**src/rtl/word_packer.sv**
```systemverilog
// word_packer: packs R=2**ratio_log2_p input words into one wide output word.
// Define WORD_PACKER_TIMEOUT_EN to flush a partial word after timeout_p idle cycles.
module word_packer #(
    parameter int width_p      = 32,
    parameter int ratio_log2_p = 2,
    parameter int timeout_p    = 16
) (
    input  logic                                  clk_i,
    input  logic                                  reset_i,
    input  logic                                  valid_i,
    input  logic [width_p-1:0]                    data_i,
    input  logic                                  last_i,
    output logic                                  ready_o,
    output logic                                  valid_o,
    output logic [width_p*(1<<ratio_log2_p)-1:0]  data_o,
    output logic [ratio_log2_p:0]                 count_o,
    output logic                                  last_o,
    input  logic                                  ready_i
);
    localparam int R  = 1 << ratio_log2_p;
    localparam int CW = ratio_log2_p + 1;
    localparam int DW = width_p * R;

    typedef enum logic {FILL, DONE} state_t;

    state_t          state_q;
    logic [CW-1:0]   cnt_q;
    logic [DW-1:0]   lanes_q;
    logic            last_q;
    logic            in_xfer;
    logic            out_xfer;
    logic            lane_full;
    logic            timeout;

    assign ready_o   = !reset_i && (state_q == FILL || ready_i);
    assign valid_o   = state_q == DONE;
    assign data_o    = lanes_q;
    assign count_o   = cnt_q;
    assign last_o    = last_q;
    assign in_xfer   = valid_i && ready_o;
    assign out_xfer  = valid_o && ready_i;
    assign lane_full = cnt_q == CW'(R - 1);

`ifdef WORD_PACKER_TIMEOUT_EN
    localparam int IW = $clog2(timeout_p + 1);

    logic [IW-1:0] idle_q;

    assign timeout = state_q == FILL && cnt_q != '0 && !in_xfer && idle_q == IW'(timeout_p - 1);

    always_ff @(posedge clk_i) begin
        if (reset_i || state_q != FILL || in_xfer || cnt_q == '0 || timeout)
            idle_q <= '0;
        else
            idle_q <= idle_q + 1'b1;
    end
`else
    logic unused_timeout;

    assign timeout        = 1'b0;
    assign unused_timeout = timeout_p != 0;
`endif

    always_ff @(posedge clk_i) begin
        if (reset_i) begin
            state_q <= FILL;
            cnt_q   <= '0;
            lanes_q <= '0;
            last_q  <= 1'b0;
        end else if (state_q == FILL) begin
            if (in_xfer) begin
                lanes_q[int'(cnt_q[ratio_log2_p-1:0])*width_p +: width_p] <= data_i;
                cnt_q <= cnt_q + 1'b1;
                if (lane_full || last_i) begin
                    state_q <= DONE;
                    last_q  <= last_i;
                end
            end else if (timeout) begin
                state_q <= DONE;
                last_q  <= 1'b0;
            end
        end else if (out_xfer) begin
            // a word accepted alongside the hand-off starts a fresh word in lane 0
            lanes_q <= in_xfer ? DW'(data_i) : '0;
            cnt_q   <= in_xfer ? CW'(1) : '0;
            last_q  <= in_xfer && last_i;
            state_q <= (in_xfer && (last_i || R == 1)) ? DONE : FILL;
        end
    end
endmodule

```
**config.mk**
```make
export PLATFORM = sky130hd
export DESIGN_NAME = word_packer
export DESIGN_NICKNAME = d
export VERILOG_FILES = /design/src/rtl/word_packer.sv
export SDC_FILE = /design/constraint.sdc
export NUM_CORES = 1
export LEC_CHECK = 0
export BUFFER_PORTS_ARGS = -buffer_cell sky130_fd_sc_hd__buf_2
export CORE_ASPECT_RATIO = 1.4
export CORE_MARGIN = 5
export CORE_UTILIZATION = 52
export DETAILED_ROUTE_END_ITERATION = 16
export PLACE_DENSITY = 0.77
export RECOVER_POWER = 100
export SLEW_MARGIN = 25
export SYNTH_ARGS = -nofsm -noshare
export SYNTH_HDL_FRONTEND = slang
export SYNTH_SLANG_ARGS = --single-unit
```
**constraint.sdc**
```tcl
create_clock -name clk_i -period 2.3 [get_ports clk_i]
set_input_delay 0.115 -clock clk_i [delete_from_list [all_inputs] [get_ports clk_i]]
set_output_delay 0.115 -clock clk_i [all_outputs]
set_load 0.02 [all_outputs]
```
Word level (Yosys, flattened, before mapping)
Index checks and enable logic that the tools add are counted.
{"block": "totals", "word_cells": 40, "ff_bits": 133, "output_inout_bits": 134}
{"block": "op_classes", "bitwise_logic": 1, "eq_ne": 2, "n_reduce_logical": 11, "addsub": 2, "n_mux": 18, "n_shift": 2}
{"op": "2-to-1 mux 128 bit", "count": 3}
{"op": "bitwise mux 128 bit", "count": 1}
{"op": "variable shift 32 x 33 -> 128 bit (first input constant)", "count": 1}
{"op": "indexed part select 32 x 33 -> 128 bit", "count": 1}
{"op": "negation 7 -> 33 bit", "count": 1}
{"op": "2-to-1 mux 32 bit", "count": 1}
{"op": "2-to-1 mux 1 bit", "count": 10}
{"op": "2-to-1 mux 3 bit", "count": 3}
{"op": "logical AND 1 bit", "count": 4}
{"op": "nonzero test 2 bit", "count": 2}
{"op": "adder 3 x 1 -> 3 bit (second input constant)", "count": 1}
{"op": "== test 3 x 2 -> 1 bit (second input constant)", "count": 1}
{"op": "AND reduction 3 bit", "count": 1}
{"op": "logical OR 1 bit", "count": 2}
{"op": "inequality test 2 x 1 -> 1 bit (second input constant)", "count": 1}
{"op": "AND reduction 2 bit", "count": 1}
{"op": "logical NOT 1 bit", "count": 1}
{"op": "inverter 1 bit", "count": 1}

Logic depth before layout (Yosys ltp)
{"block": "depth", "word_depth": 8, "ltp_mapped": 8}

Worst setup path after synthesis
No wires, ideal clock.
{"block": "synth_timing", "path_kind": "register to register", "startpoint": "register cnt_q[0], in the netlist count_o[0]", "endpoint": "register lanes_q[115], in the netlist data_o[115]", "path_stages_with_launch": 8, "arrival_time_ns": 1.921, "path_slack_ns": 0.263, "setup_ns": 0.116, "n_path_buf": 2, "synth_period_minus_slack_ns": 2.037, "path_cell_list": "dfxtp_1 -> inv_1 -> ha_1 -> and3b_1 -> and2_1 -> buf_2 -> buf_2 -> a31o_1"}
{"block": "synth_via", "elab_chain_len": 5}
{"element": "from (decl)", "line_no": "27", "source": "logic [CW-1:0] cnt_q;"}
{"element": "from (signal assigned)", "line_no": "73", "source": "cnt_q <= cnt_q + 1'b1;"}
{"element": "from (signal assigned)", "line_no": "85", "source": "cnt_q <= in_xfer ? CW'(1) : '0;"}
{"element": "negation 7 -> 33 bit (*)", "line_no": "72", "source": "lanes_q[int'(cnt_q[ratio_log2_p-1:0])*width_p +: width_p] <= data_i;"}
{"element": "indexed part select 32 x 33 -> 128 bit / variable shift 32 x 33 -> 128 bit (equally long branches)", "line_no": "72"}
{"element": "bitwise mux 128 bit (*)", "line_no": "72"}
{"element": "2-to-1 mux 128 bit (*)", "line_no": "71", "source": "if (in_xfer) begin"}
{"element": "2-to-1 mux 128 bit (*)", "line_no": "70", "source": "end else if (state_q == FILL) begin"}
{"element": "to (signal, indexed assignment)", "line_no": "72"}
{"element": "to (signal assigned)", "line_no": "84", "source": "lanes_q <= in_xfer ? DW'(data_i) : '0;"}
{"element": "to (decl)", "line_no": "28", "source": "logic [DW-1:0] lanes_q;"}
Mark *: on every way between the ends. The rest lies on a longest branch, timed or not. The select of a mux whose other input is x is not followed.
A chain may end at the register's enable or synchronous reset.

Worst setup path in the final report
{"block": "layout_timing", "startpoint": "register cnt_q[0], in the netlist count_o[0]", "endpoint": "register lanes_q[37], in the netlist data_o[37]"}
Same word-level chain as after synthesis.

==> out/results.ini <==
[layout]
final_area_um2 = 7579
fin_cells = 905
fin_util_pct = 67.53
syn2layout_area_growth_pct = 28.16
fill_cells = 940
final_nets = 792
diodes = 0
final_layout_size_suffix_gt1_share_pct = 14.32

[sta]
skew_ps = 12.05
rsz0062_at_grt = false
timing.final.crit_share_pct = 92.31
finalCriticalPeriod_ps = 2123
final-max-slew-violation-count = 0
hold_violations = 0
max_freq_mhz = 471.0
relSlewSlack_pct = 54.57
tns_ps = 0
setup_viol = 0
worst_slack_ps = 176.8
tightest_slew_ps = 681.5

[critical_path]
cp.arrival_ps = 2460
worstSetupPathType = reg2reg
cp.required_ps = 2640
end_kind = flip-flop
cp_max_fo = 10
crit_path_start_kind = flip-flop

[worst_hold_path]
min_path_type = in2reg

[routing]
firstDrtPassIters = 6
dr.first_iter.drc_count = 376
vias = 5534
remaining_drc_errors = 0
wire_per_inst_um = 20.21
vias_per_cell = 6.115
ant_nets = 0
routed_wl_um = 18290

[synth]
ys_seq_area_share_pct = 45.03
synth_top_area_share_pct = 45.03
syn_avg_cell_area_um2 = 10.23
syn_inst = 578
yosys.area.top_type = dfxtp_1
syn_nets = 622
synth-seq-cells = 133
synth_area_um2 = 5913
yosysUniqueCellTypes = 37
ys_warn_count = 0
synth.area.top_cells = dfxtp_1, nor4b_1, a41o_1

[clock_network]
root_buffer = clkbuf_16
clk_pin_slew_ps = 60
cts_buffers = 17
ctsHoldBuffers = 31
insertion_delay_ps = 420
cts_tree = built
cts_resized = 0
postCtsSetupBuffers = 0
cts_buffer_depth = 2
clock-sinks = 133
h-tree-depth = 4

[floorplan]
ioPinCount = 171
start_util_pct = 52.69
fp.dieH_um = 136.2
die_w_um = 100.1
rows = 46
core_area_um2 = 11220
dieArea_um2 = 13630

[job]
maxCapViolCount = 0

[placed_design]
dpl_worst_slack_ps = 253.8
dpl_cell_area_um2 = 6882
place_inst = 842
place_congestion = 0.8225
dp_hpwl_um = 12090
numPortBuffers = 170

[pwr]
p_leak_nw = 2.994
peakVddDrop_uv = 478.4
power_density_nw_per_um2 = 733.9

[global_routing]
grt_pass1_wl_um = 28150
grt-ovfl-total = 0
grt_pass1_vias = 5477
grt_max_degree = 73
antenna_found_initial = 0
grtUsageTotal_pct = 26.17

[outcome]
status = finished clean

path summary, 6_finish.rpt:
kind	from	end	slack (ps)	depth (start not counted)
setup / recovery	count_o[0]	data_o[37]	180	6
hold / removal	data_i[10]	data_o[106]	20	2
setup reg to reg	count_o[0]	data_o[37]	180	6
hold reg to reg	data_o[29]	data_o[29]	470	2
flip-flops by register name (all words and copies together), names as in the netlist:
| register | flops |
|---|---|
| count_o | 3 |
| data_o | 128 |
| last_o | 1 |
| valid_o | 1 |
metrics by stage:
stage / power [W] / hold WS, ps
5_1_grt: 0.005740 / 16.31
2_1_floorplan: 0.002742 / 249.8
6_report: 0.005562 / 20.31
4_1_cts: 0.005608 / 2.492
3_3_place_gp: 0.002929 / 375.1
3_5_place_dp: 0.002940 / 379.3
cells in the mapped netlist:
| library cell | n |
|---|---|
| a32oi_1 | 1 |
| nor4b_2 | 10 |
| nor2_2 | 1 |
| buf_1 | 1 |
| ha_1 | 7 |
| mux2i_1 | 13 |
| nor2b_1 | 24 |
| a22oi_1 | 1 |
| nor3_1 | 1 |
| and3b_1 | 1 |
| inv_1 | 4 |
| buf_6 | 3 |
| a2bb2oi_1 | 1 |
| o22ai_1 | 1 |
| buf_4 | 4 |
| nor4bb_1 | 2 |
| or2_1 | 3 |
| buf_2 | 30 |
| nor4bb_2 | 1 |
| a31o_1 | 43 |
| a21oi_1 | 4 |
| nand2b_1 | 45 |
| and2_1 | 4 |
| nand3_1 | 33 |
| clkbuf_1 | 39 |
| nand3b_1 | 1 |
| nor3b_2 | 1 |
| nor2_1 | 3 |
| o21ai_0 | 1 |
| dfxtp_1 | 133 |
| nand4b_1 | 12 |
| o211ai_1 | 1 |
| nor3b_1 | 1 |
| a41o_1 | 41 |
| nand2_1 | 1 |
| nor4b_1 | 74 |
| o21ai_1 | 32 |
worst max-delay path, cell delays in order (launching register included):
cell	delay (ps)
dfxtp_1	320
buf_4	160
ha_1	170
nor4bb_1	370
or2_1	420
clkbuf_2	380
mux2i_1	230
cells by family (layout without fill, tap and decap cells):
logic type                 count (synthesis)  count (layout)  synth area share [%]
adders and majority gates                  7               7                 1.481
muxes                                     13              13                 2.201
DFF                                      133             133                 45.03
buffers and inverters                     81             264                 6.411
and+or+nand+nor                          218             218                 27.78
AOI/OAI and AO/OA                        126             126                 17.10
cell usage in the layout (no fill, tap or decap), types with 20 or more instances in the layout:
master and count:
buf_2 35, dlygate4sd3_1 31, dfxtp_1 133, buf_4 20
nor2b_1 24, a31o_1 43, nand3_1 33, a41o_1 41
nor4b_1 74, clkbuf_1 137, o21ai_0 32, nand2b_1 45
layout make-up:
cell class              count  area, µm²  share of cell area, %
repair buffers            228       1226                  16.18
inverters                   4      15.01                 0.1981
clock inverters             9      101.3                  1.337
clock buffers              23      478.0                  6.307
multi-input cells         364       2915                  38.47
well taps                 144      180.2                  2.377
flip-flops and latches    133       2663                  35.13
power by group:
| group | switching (W) | total, W | internal [W] | leakage (nW) |
|---|---|---|---|---|
| Sequential | 0.0000248 | 0.00237 | 0.00234 | 1.07 |
| Combinational | 0.000369 | 0.000551 | 0.000183 | 1.63 |
| Clock | 0.000969 | 0.00264 | 0.00167 | 0.287 |
| Total | 0.00136 | 0.00556 | 0.00420 | 2.99 |
per-layer routing:
metal	global-route usage [%]	part of all wire (%)
met1	29.87	39
met2	43.40	50
met3	7.187	7.0
met4	15.36	4.5
met5	0	0
Power figures use the tool's default switching activity.
